### src/rtl/alu_seq_pkg.sv
// Shared encodings and instruction field layout for the ALU operand sequencer.
package alu_seq_pkg;

    localparam int INSTR_W = 24;
    localparam int REG_AW  = 2;
    localparam int OPC_W   = 8;

    localparam int OPC_MSB  = 23;
    localparam int OPC_LSB  = 16;
    localparam int IMM_MSB  = 15;
    localparam int IMM_LSB  = 8;
    localparam int DST_MSB  = 7;
    localparam int DST_LSB  = 6;
    localparam int SRCA_MSB = 5;
    localparam int SRCA_LSB = 4;
    localparam int SRCB_MSB = 3;
    localparam int SRCB_LSB = 2;
    localparam int USE_IMM_BIT = 1;
    localparam int WB_EN_BIT   = 0;

    typedef enum logic {
        S_IDLE = 1'b0,
        S_WAIT = 1'b1
    } state_e;

    function automatic logic [INSTR_W-1:0] mk_instr(
        input logic [7:0]        opc,
        input logic [7:0]        imm,
        input logic [REG_AW-1:0] dst,
        input logic [REG_AW-1:0] srca,
        input logic [REG_AW-1:0] srcb,
        input logic              use_imm,
        input logic              wb_en
    );
        return {opc, imm, dst, srca, srcb, use_imm, wb_en};
    endfunction

endpackage

### src/rtl/alu_operand_sequencer_if.sv
// Instruction, ALU, preload and debug signals between the sequencer and its
// environment.
interface alu_operand_sequencer_if
    import alu_seq_pkg::*;
#(
    parameter int DATA_W = 8
) ();

    logic               INSTR_VALID;
    logic               INSTR_READY;
    logic [INSTR_W-1:0] INSTR;
    logic [DATA_W-1:0]  OP_A;
    logic [DATA_W-1:0]  OP_B;
    logic [OPC_W-1:0]   OPCODE;
    logic [DATA_W-1:0]  ALU_OUT;
    logic               CARRY;
    logic               EXT_WE;
    logic [REG_AW-1:0]  EXT_ADDR;
    logic [DATA_W-1:0]  EXT_WDATA;
    logic [REG_AW-1:0]  DBG_ADDR;
    logic [DATA_W-1:0]  DBG_DATA;
    logic               CARRY_FLAG;
    logic               DONE;

    modport slave (
        input  INSTR_VALID, INSTR, ALU_OUT, CARRY,
        input  EXT_WE, EXT_ADDR, EXT_WDATA, DBG_ADDR,
        output INSTR_READY, OP_A, OP_B, OPCODE,
        output DBG_DATA, CARRY_FLAG, DONE
    );

    modport master (
        output INSTR_VALID, INSTR, ALU_OUT, CARRY,
        output EXT_WE, EXT_ADDR, EXT_WDATA, DBG_ADDR,
        input  INSTR_READY, OP_A, OP_B, OPCODE,
        input  DBG_DATA, CARRY_FLAG, DONE
    );

endinterface

### src/rtl/alu_seq_regfile.sv
// Small register file: async clear, one write port, three combinational
// read ports (operand A, operand B, debug).
module alu_seq_regfile
    import alu_seq_pkg::*;
#(
    parameter int DATA_W = 8,
    parameter int NREGS  = 4
) (
    input  logic              clk_i,
    input  logic              rst_ni,
    input  logic              we_i,
    input  logic [REG_AW-1:0] waddr_i,
    input  logic [DATA_W-1:0] wdata_i,
    input  logic [REG_AW-1:0] raddr_a_i,
    output logic [DATA_W-1:0] rdata_a_o,
    input  logic [REG_AW-1:0] raddr_b_i,
    output logic [DATA_W-1:0] rdata_b_o,
    input  logic [REG_AW-1:0] raddr_d_i,
    output logic [DATA_W-1:0] rdata_d_o
);

    logic [DATA_W-1:0] regs_q [NREGS];

    always_ff @(posedge clk_i or negedge rst_ni) begin
        if (!rst_ni) begin
            for (int i = 0; i < NREGS; i++) begin
                regs_q[i] <= '0;
            end
        end else if (we_i) begin
            regs_q[waddr_i] <= wdata_i;
        end
    end

    assign rdata_a_o = regs_q[raddr_a_i];
    assign rdata_b_o = regs_q[raddr_b_i];
    assign rdata_d_o = regs_q[raddr_d_i];

endmodule

### src/rtl/alu_operand_sequencer.sv
// Issue stage for an 8-bit ALU: reads operands, waits for the ALU result and
// writes it back. One instruction in flight, so no hazards exist.
module alu_operand_sequencer
    import alu_seq_pkg::*;
#(
    parameter int DATA_W      = 8,
    parameter int NREGS       = 4,
    parameter int ALU_LATENCY = 1
) (
    input logic CLK,
    input logic RESET,
    alu_operand_sequencer_if.slave bus
);

    localparam int CW =
        (ALU_LATENCY < 1) ? 1 : $clog2(ALU_LATENCY + 1);

    state_e             state_q;
    logic [CW-1:0]      cnt_q;
    logic [REG_AW-1:0]  dst_q;
    logic               wb_q;
    logic [DATA_W-1:0]  opa_q;
    logic [DATA_W-1:0]  opb_q;
    logic [OPC_W-1:0]   opc_q;
    logic               cf_q;
    logic               done_q;

    logic [OPC_W-1:0]   f_opc;
    logic [7:0]         f_imm;
    logic [REG_AW-1:0]  f_dst;
    logic [REG_AW-1:0]  f_sa;
    logic [REG_AW-1:0]  f_sb;
    logic               f_use;
    logic               f_wb;

    logic [DATA_W-1:0]  rd_a;
    logic [DATA_W-1:0]  rd_b;
    logic               idle;
    logic               fire;
    logic               rf_we;
    logic [REG_AW-1:0]  rf_waddr;
    logic [DATA_W-1:0]  rf_wdata;

    assign f_opc = bus.INSTR[OPC_MSB:OPC_LSB];
    assign f_imm = bus.INSTR[IMM_MSB:IMM_LSB];
    assign f_dst = bus.INSTR[DST_MSB:DST_LSB];
    assign f_sa  = bus.INSTR[SRCA_MSB:SRCA_LSB];
    assign f_sb  = bus.INSTR[SRCB_MSB:SRCB_LSB];
    assign f_use = bus.INSTR[USE_IMM_BIT];
    assign f_wb  = bus.INSTR[WB_EN_BIT];

    assign idle = (state_q == S_IDLE);
    assign fire = (state_q == S_WAIT) && (cnt_q == '0);

    // External preload only lands in IDLE, so it never races writeback.
    always_comb begin
        rf_we    = 1'b0;
        rf_waddr = bus.EXT_ADDR;
        rf_wdata = bus.EXT_WDATA;
        unique case (1'b1)
            fire: begin
                rf_we    = wb_q;
                rf_waddr = dst_q;
                rf_wdata = bus.ALU_OUT;
            end
            idle:    rf_we = bus.EXT_WE;
            default: ;
        endcase
    end

    alu_seq_regfile #(
        .DATA_W (DATA_W),
        .NREGS  (NREGS)
    ) u_rf (
        .clk_i     (CLK),
        .rst_ni    (RESET),
        .we_i      (rf_we),
        .waddr_i   (rf_waddr),
        .wdata_i   (rf_wdata),
        .raddr_a_i (f_sa),
        .rdata_a_o (rd_a),
        .raddr_b_i (f_sb),
        .rdata_b_o (rd_b),
        .raddr_d_i (bus.DBG_ADDR),
        .rdata_d_o (bus.DBG_DATA)
    );

    always_ff @(posedge CLK or negedge RESET) begin
        if (!RESET) begin
            state_q <= S_IDLE;
            cnt_q   <= '0;
            dst_q   <= '0;
            wb_q    <= 1'b0;
            opa_q   <= '0;
            opb_q   <= '0;
            opc_q   <= '0;
            cf_q    <= 1'b0;
            done_q  <= 1'b0;
        end else begin
            done_q <= 1'b0;
            unique case (state_q)
                S_IDLE: begin
                    if (bus.INSTR_VALID) begin
                        opa_q   <= rd_a;
                        opb_q   <= f_use ? f_imm : rd_b;
                        opc_q   <= f_opc;
                        dst_q   <= f_dst;
                        wb_q    <= f_wb;
                        cnt_q   <= CW'(ALU_LATENCY);
                        state_q <= S_WAIT;
                    end
                end
                S_WAIT: begin
                    if (cnt_q != '0) begin
                        cnt_q <= cnt_q - 1'b1;
                    end else begin
                        cf_q    <= bus.CARRY;
                        done_q  <= 1'b1;
                        state_q <= S_IDLE;
                    end
                end
                default: state_q <= S_IDLE;
            endcase
        end
    end

    assign bus.INSTR_READY = idle;
    assign bus.OP_A        = opa_q;
    assign bus.OP_B        = opb_q;
    assign bus.OPCODE      = opc_q;
    assign bus.CARRY_FLAG  = cf_q;
    assign bus.DONE        = done_q;

endmodule

### src/flat_wrapper.sv
// flat-port wrapper written by rule: the top's interface ports become plain ports
module alu_operand_sequencer_flat import alu_seq_pkg::*;
#(
    parameter int DATA_W      = 8,
    parameter int NREGS       = 4,
    parameter int ALU_LATENCY = 1
)
  (CLK, RESET, bus_INSTR_VALID, bus_INSTR, bus_ALU_OUT, bus_CARRY, bus_EXT_WE, bus_EXT_ADDR, bus_EXT_WDATA, bus_DBG_ADDR, bus_INSTR_READY, bus_OP_A, bus_OP_B, bus_OPCODE, bus_DBG_DATA, bus_CARRY_FLAG, bus_DONE);
  alu_operand_sequencer_if #(.DATA_W(DATA_W)) bus_i ();
  input logic CLK;
  input logic RESET;
  input wire logic [$bits(bus_i.INSTR_VALID)-1:0] bus_INSTR_VALID;
  input wire logic [$bits(bus_i.INSTR)-1:0] bus_INSTR;
  input wire logic [$bits(bus_i.ALU_OUT)-1:0] bus_ALU_OUT;
  input wire logic [$bits(bus_i.CARRY)-1:0] bus_CARRY;
  input wire logic [$bits(bus_i.EXT_WE)-1:0] bus_EXT_WE;
  input wire logic [$bits(bus_i.EXT_ADDR)-1:0] bus_EXT_ADDR;
  input wire logic [$bits(bus_i.EXT_WDATA)-1:0] bus_EXT_WDATA;
  input wire logic [$bits(bus_i.DBG_ADDR)-1:0] bus_DBG_ADDR;
  output wire logic [$bits(bus_i.INSTR_READY)-1:0] bus_INSTR_READY;
  output wire logic [$bits(bus_i.OP_A)-1:0] bus_OP_A;
  output wire logic [$bits(bus_i.OP_B)-1:0] bus_OP_B;
  output wire logic [$bits(bus_i.OPCODE)-1:0] bus_OPCODE;
  output wire logic [$bits(bus_i.DBG_DATA)-1:0] bus_DBG_DATA;
  output wire logic [$bits(bus_i.CARRY_FLAG)-1:0] bus_CARRY_FLAG;
  output wire logic [$bits(bus_i.DONE)-1:0] bus_DONE;
  assign bus_i.INSTR_VALID = bus_INSTR_VALID;
  assign bus_i.INSTR = bus_INSTR;
  assign bus_i.ALU_OUT = bus_ALU_OUT;
  assign bus_i.CARRY = bus_CARRY;
  assign bus_i.EXT_WE = bus_EXT_WE;
  assign bus_i.EXT_ADDR = bus_EXT_ADDR;
  assign bus_i.EXT_WDATA = bus_EXT_WDATA;
  assign bus_i.DBG_ADDR = bus_DBG_ADDR;
  assign bus_INSTR_READY = bus_i.INSTR_READY;
  assign bus_OP_A = bus_i.OP_A;
  assign bus_OP_B = bus_i.OP_B;
  assign bus_OPCODE = bus_i.OPCODE;
  assign bus_DBG_DATA = bus_i.DBG_DATA;
  assign bus_CARRY_FLAG = bus_i.CARRY_FLAG;
  assign bus_DONE = bus_i.DONE;
  alu_operand_sequencer #(.DATA_W(DATA_W), .NREGS(NREGS), .ALU_LATENCY(ALU_LATENCY)) u_core (.CLK(CLK), .RESET(RESET), .bus(bus_i));
endmodule
### config.mk
export PLATFORM = sky130hd
export DESIGN_NAME = alu_operand_sequencer_flat
export DESIGN_NICKNAME = d
export VERILOG_FILES = /design/src/rtl/alu_seq_pkg.sv /design/src/rtl/alu_operand_sequencer_if.sv /design/src/rtl/alu_seq_regfile.sv /design/src/rtl/alu_operand_sequencer.sv /design/src/flat_wrapper.sv
export SDC_FILE = /design/constraint.sdc
export NUM_CORES = 1
export LEC_CHECK = 0
export BUFFER_PORTS_ARGS = -buffer_cell sky130_fd_sc_hd__buf_2
export CAP_MARGIN = 25
export CORE_ASPECT_RATIO = 1.4
export CORE_MARGIN = 2
export CORE_UTILIZATION = 34
export DETAILED_ROUTE_END_ITERATION = 8
export GPL_TIMING_DRIVEN = 0
export HOLD_SLACK_MARGIN = 0.08
export PLACE_DENSITY = 0.64
export SETUP_SLACK_MARGIN = 0.2
export SLEW_MARGIN = 30
export SYNTH_ARGS = -nofsm -noshare
export SYNTH_HDL_FRONTEND = slang
export SYNTH_SLANG_ARGS = --single-unit
### constraint.sdc
create_clock -name CLK -period 1.96 [get_ports CLK]
set_input_delay 0.196 -clock CLK [delete_from_list [all_inputs] [get_ports CLK]]
set_output_delay 0.196 -clock CLK [all_outputs]
set_load 0.005 [all_outputs]
==> results of run 1 <==
[per-layer routing]
metal	share of wire	global-route usage
met1	0.40	0.201
met2	0.53	0.273
met3	0.057	0.0430
met4	0.022	0.0712
met5	0	0
[registers in the layout, indices dropped and copies added (netlist names)]
register	count
u_core.cnt_q	1
u_core.bus.CARRY_FLAG	1
u_core.u_rf.regs_q	32
u_core.dst_q	2
u_core.bus.OP_B	8
u_core.state_q	1
u_core.bus.OPCODE	8
u_core.bus.DONE	1
u_core.bus.OP_A	8
u_core.wb_q	1
[layout by cell type, fill, tap and decap left out, drive strengths merged, types with 2 or more instances in the layout]
master       netlist  routed
dlygate4sd3        0       2
inv                3       3
o21ai              8       8
nor2              20      20
mux4              24      24
a21oi             18      18
nand2             35      35
dfrtp             63      63
clkinv             0       3
mux2              35      35
nand3b             2       2
clkbuf             2      15
mux2i             16      16
buf               15      93
[synthesized netlist by cell type, types with 3 or more instances]
cell type  count
mux4_2        24
buf_1          3
buf_2          8
inv_1          3
mux2i_1       16
dfrtp_1       63
a21oi_1       14
a21oi_2        3
nor2_1        19
buf_6          3
nand2_1       35
o21ai_0        7
mux2_2        35
[cell type report]
cell class,instances,area (um^2),area share
Inverter,3,11.3,0.00267
Tap cell,110,138,0.0327
Timing Repair Buffer,82,458,0.109
Buffer,17,104,0.0246
Multi-Input combinational cell,167,1630,0.387
Sequential cell,63,1580,0.374
Clock buffer,11,253,0.0600
Clock inverter,4,45.0,0.0107
[critical path, delay by kind of cell, from the launching register on]
| family | cells | cell delay (ns) |
|---|---|---|
| buffers and inverters | 2 | 0.32 |
| flip-flops | 1 | 0.41 |
| multiplexers | 1 | 0.33 |
| AND/OR/NAND/NOR | 3 | 0.54 |
[per-stage QoR]
step	utilization	area (um^2)	setup WS (ns)	hold slack, ns
6_report	0.446	4220	0.236	0.0956
2_1_floorplan	-	3300	0.383	-0.0996
3_3_place_gp	0.404	3820	0.151	0.395
4_1_cts	0.442	4180	0.212	0.0859
5_1_grt	0.446	4220	0.142	0.0947
3_5_place_dp	0.406	3840	0.123	0.128
[logic make-up (layout without fill, tap and decap cells)]
group | Yosys count | count (layout)
simple gates | 63 | 63
mux | 75 | 75
flops | 63 | 63
buf+inv | 20 | 117
compound gates | 29 | 29
[path summary, 6_finish.rpt]
| kind | from | endpoint | cells after the start |
|---|---|---|---|
| min in group asynchronous | RESET | u_core.bus.DONE$_DFF_PN0_ | 2 |
| worst max register to register | u_core.state_q$_DFF_PN0_ | u_core.u_rf.regs_q[21]$_DFFE_PN0P_ | 6 |
| worst max-delay path | u_core.state_q$_DFF_PN0_ | u_core.u_rf.regs_q[21]$_DFFE_PN0P_ | 6 |
| worst min register to register | u_core.bus.CARRY_FLAG$_DFFE_PN0N_ | u_core.bus.CARRY_FLAG$_DFFE_PN0N_ | 2 |
| worst min-delay path | bus_INSTR_VALID | u_core.cnt_q$_DFFE_PN0P_ | 3 |
| max in group asynchronous | RESET | u_core.bus.OP_A[0]$_DFFE_PN0P_ | 3 |
[power breakdown]
| group | internal (mW) | switching, mW | total [mW] |
|---|---|---|---|
| logic | 1.49 | 1.13 | 2.62 |
| clock network | 1.04 | 0.542 | 1.58 |
| registers | 1.95 | 0.480 | 2.43 |
| total | 4.48 | 2.15 | 6.63 |
[what timing repair did]
item,CTS,global route
endpoints found under the hold margin,25,0
gates resized for setup,1,3
endpoints found under the setup margin,8,26
setup buffers,2,1
pin swaps,1,0
hold buffers,2,0
gates cloned,0,0
==> results.md, run 1 <==
- Largest net degree at the start of global routing: 40
- Max-Cap Viols: 0
- Final hold violations: 0
- Synth Area in XOR/XNOR: 0
- CP Launch Type: flop
- Max clock buf depth: 2
- Max Slew Vio Count: 0
- Power Total: 6.63 mW
- Final setup viols: 0
- N_diodes: 0
- YS warnings: 0
- Largest family of logic cells by synthesized area: multiplexers
- Num CTS Buffers: 9
- First-pass GRT wire length: 13,100 um
- Top_reg_cell synth: dfrtp_1
- Vias: 2,363
- TritonCTS clock tree: done
- Final Skew: 0.00527 ns
- RSZ-0062 raised after global routing: true
- Post-Syn Area per Cell: 13.2 um^2
- Clk sink count: 63
- Antenna viol nets, final: 0
- Dominant cells by area after synthesis: dfrtp_1 (48%), mux4_2 (16%), mux2_2 (12%), mux2i_1 (4.9%), nand2_1 (4.0%)
- Layout cells sized above 1: 0.519
- Post-Syn Nets: 299
- CP endpoint kind: flop
- Die area: 10,500 um^2
- Adder-cell share of the synthesized area: 0
- Initial DRC count: 111
- WL per Instance: 17.4 um
- Total grt overflow: 0
- Final Non-Filler Cells: 457
- # DRC: 0
- HPWL Detailed: 5980 um
- Final WL: 7940 um
- Clk slew on worst S/H paths: 0.05 ns
- Setup TNS Final: 0 ns
- Core area: 9460 um^2
- Kind of critical path: reg -> reg
- Synth Instances: 250
- Post-Syn Area: 3300 um^2
- #FFs+latches synth: 63
- Die Y: 121 um
- Post-synthesis mux area share: 0.332
- Placed cells: 437
- Worst-Margin Slew: 0.586 ns
- Layout area overhead: 27.7%
- Clock latency on the worst-skew pair: 0.33 ns
- Slowest stage cell, crit path: dfrtp_1
- Vias in the first global route: 2,502
- Vias per inst: 5.17
- Crit path max fanout: 10
- Min-delay worst type: in -> reg
- GPL Wtd Cong: 0.799
- CTS root buffer: clkbuf_16
- FF-to-FF setup slack: 0.24 ns
- Asr flop ratio synth: 1.00
- Initial antenna violation count: 0
- Post-Synth Simple-Gate Area: 0.0962
- Post-route minimum period: 1.72 ns
- Post-synth EDFFs: 0
- Rows: 42
- Filler cells: 884
- CP Data Arrival Time: 1.93 ns
- VDD IR max: 486 uV
- Worst Path Required: 2.17 ns
- Die W: 87.3 um
- Compound-cell area share of the yosys netlist: 0.0610
- # port buffers: 76
- Crit-path max cell delay: 0.41 ns
- Fmax: 0.580 GHz
- Relative slew slack: 0.609
- H-Tree Depth: 3
- Yosys top cell area share: 0.477
- I/O pins: 84
- Final #Nets: 392
- Power Dens Cells: 1570 nW/um^2
- GRT Util Overall: 0.165
- Synth cell types: 29
- Fin crit share: 0.880
- CP cell instances: buf_6, nor3b_2, nor2_1, nor2_4, buf_4, mux2_2
- Status: completed
- Leak: 1.98 nW
- Proportion of synthesized chip area in sequential cells: 0.477
- Drt first pass iters: 4
- Area leader, netlist: dfrtp_1
- Initial core utilization: 0.349
No activity file was read; power rests on OpenSTA's default activity.
==> inputs of run 2 (changes only) <==
--- a/config.mk
+++ b/config.mk
@@ -7,7 +7,6 @@
 export LEC_CHECK = 0
 export BUFFER_PORTS_ARGS = -buffer_cell sky130_fd_sc_hd__buf_2
 export CAP_MARGIN = 25
-export CORE_ASPECT_RATIO = 1.4
 export CORE_MARGIN = 2
 export CORE_UTILIZATION = 34
 export DETAILED_ROUTE_END_ITERATION = 8
==> run 2 against run 1 <==
  * Fmax up 2.0%
  * Combinational power up 2%
  * Largest power group unchanged
  * Via count up 1.4%
  * Routed wire length up 3.4%
  * Critical endpoint unchanged
  * Clock skew up 0.00088 ns
  * Worst hold slack better by 0.061 ns
  * Worst setup slack better by 0.034 ns
  * Critical path depth unchanged
  * Global-route usage up 0.37 points
  * Clock power down 31%
==> results.md, run 2 (same netlist as run 1, synthesis figures left out) <==
- CP endpoint kind: flop
- HPWL Detailed: 5800 um
- Leak: 1.96 nW
- FF-to-FF Start: u_core.state_q$_DFF_PN0_
- Max Slew Vio Count: 0
- Min-delay worst type: in -> reg
- Final setup viols: 0
- Post-route minimum period: 1.69 ns
- Filler cells: 885
- Worst-Margin Slew: 0.629 ns
- CTS root buffer: clkbuf_8
- H-Tree Depth: 3
- Initial antenna violation count: 0
- Kind of critical path: reg -> reg
- Final Skew: 0.00616 ns
- Max-Cap Viols: 0
- Worst reg-to-reg path cell count: 6
- Hold Path Depth: 3
- Final hold violations: 0
- Relative slew slack: 0.581
- CP Data Arrival Time: 1.92 ns
- Fmax: 0.592 GHz
- Most frequent cells in the layout: buf_2 (81), dfrtp_1 (62), mux2_2 (35), nand2_1 (35), mux4_2 (24)
- Drt first pass iters: 4
- Setup TNS Final: 0 ns
- TritonCTS clock tree: done
- Vias in the first global route: 2,447
- Crit path max fanout: 10
- CP Launch Type: flop
- Vias per inst: 4.92
- Final WL: 8210 um
- Layout cells sized above 1: 0.503
- Antenna viol nets, final: 0
- Final #Nets: 402
- Most flops, register: u_core.u_rf.regs_q
- Vias: 2,396
- Total grt overflow: 0
- Initial DRC count: 113
- Worst Hold End: u_core.bus.OP_B[7]$_DFFE_PN0P_
- WL per Instance: 16.9 um
- FF-to-FF setup slack: 0.27 ns
- GRT Util Overall: 0.169
- Clk slew on worst S/H paths: 0.07 ns
- Max clock buf depth: 2
- Clock latency on the worst-skew pair: 0.34 ns
- Largest register FFs: 32
- Die Y: 103 um
- Worst Path Required: 2.19 ns
- GPL Wtd Cong: 0.777
- N_diodes: 0
- Die W: 103 um
- Fin crit share: 0.862
- VDD IR max: 477 uV
- I/O pins: 84
- Die area: 10,500 um^2
- Num CTS Buffers: 9
- First-pass GRT wire length: 12,800 um
- RSZ-0062 raised after global routing: false
- Core area: 9330 um^2
- Largest net degree at the start of global routing: 34
- Most common cell after layout, fill and taps aside: buf_2
- Initial core utilization: 0.354
- Power Dens Cells: 1460 nW/um^2
- Rows: 35
- Layout area overhead: 28.6%
- Power Total: 6.18 mW
- Worst hold start: bus_INSTR[15]
- Clk sink count: 63
- Status: completed
- RR Endpoint: u_core.u_rf.regs_q[21]$_DFFE_PN0P_
- # DRC: 0
- # port buffers: 76
-- run 2: cell count changes in the layout (fill, tap and decap cells not counted), sizes merged --
| cell | change |
|---|---|
| buf | -2 |
| bufinv | -1 |
| clkbuf | +2 |
| dlygate4sd3 | +12 |
-- run 2: worst max-delay path by stage --
stage                             start                                  to  slack, ns
2_1_floorplan  u_core.state_q$_DFF_PN0_  u_core.u_rf.regs_q[16]$_DFFE_PN0P_       0.38
3_3_place_gp   u_core.state_q$_DFF_PN0_  u_core.u_rf.regs_q[21]$_DFFE_PN0P_       0.18
3_5_place_dp   u_core.state_q$_DFF_PN0_  u_core.u_rf.regs_q[17]$_DFFE_PN0P_       0.17
4_1_cts        u_core.cnt_q$_DFFE_PN0P_  u_core.u_rf.regs_q[31]$_DFFE_PN0P_       0.21
5_1_grt        u_core.state_q$_DFF_PN0_      u_core.bus.OP_B[5]$_DFFE_PN0P_       0.21
6_report       u_core.state_q$_DFF_PN0_  u_core.u_rf.regs_q[21]$_DFFE_PN0P_       0.27
-- run 2: power by group --
group / internal [mW] / leakage (nW) / switching, mW / total [mW]
logic: 1.50 / 1.11 / 1.16 / 2.66
clock network: 0.591 / 0.105 / 0.495 / 1.09
registers: 1.95 / 0.744 / 0.481 / 2.43
-- run 2: final cells by class --
class                           count  area, um^2  share of cell area
Buffer                             17         105              0.0247
Clock buffer                       13         179              0.0421
Clock inverter                      3        15.0             0.00354
Inverter                            3        11.3             0.00265
Multi-Input combinational cell    167        1630               0.385
Sequential cell                    63        1580               0.372
Tap cell                          129         161              0.0380
Timing Repair Buffer               92         563               0.133
-- run 2: metrics by stage --
step           instances  instance area [um^2]  setup WS [ns]   util  hold WS (ns)
4_1_cts              487                  4220          0.214  0.452         0.142
6_report             487                  4250          0.270  0.455         0.157
2_1_floorplan        250                  3300          0.383      -       -0.0996
5_1_grt              487                  4250          0.213  0.455         0.169
3_5_place_dp         456                  3870          0.167  0.414         0.180
3_3_place_gp         455                  3840          0.180  0.412         0.396
-- run 2: what timing repair did --
item	in CTS	in global routing
endpoints found under the setup margin	8	36
buffers inserted	1	0
hold endpoints to repair	45	0
resized for setup	0	6
pin swaps	1	0
hold buffers	14	0
-- run 2: layer usage --
metal | part of all wire | GRT usage | vias to the layer above
li1 | - | - | 1119
met1 | 0.43 | 0.219 | 1191
met2 | 0.50 | 0.270 | 79
met3 | 0.063 | 0.0414 | 7
met4 | 0.014 | 0.0749 | 0
met5 | 0 | 0 | -
-- run 2: worst max-delay path, stage by stage, from the launching register on --
cell     delay, ns
dfrtp_1       0.42
buf_6         0.16
nor3b_2       0.28
nor2_1        0.11
nor2_4        0.13
buf_12        0.14
mux2_2        0.33
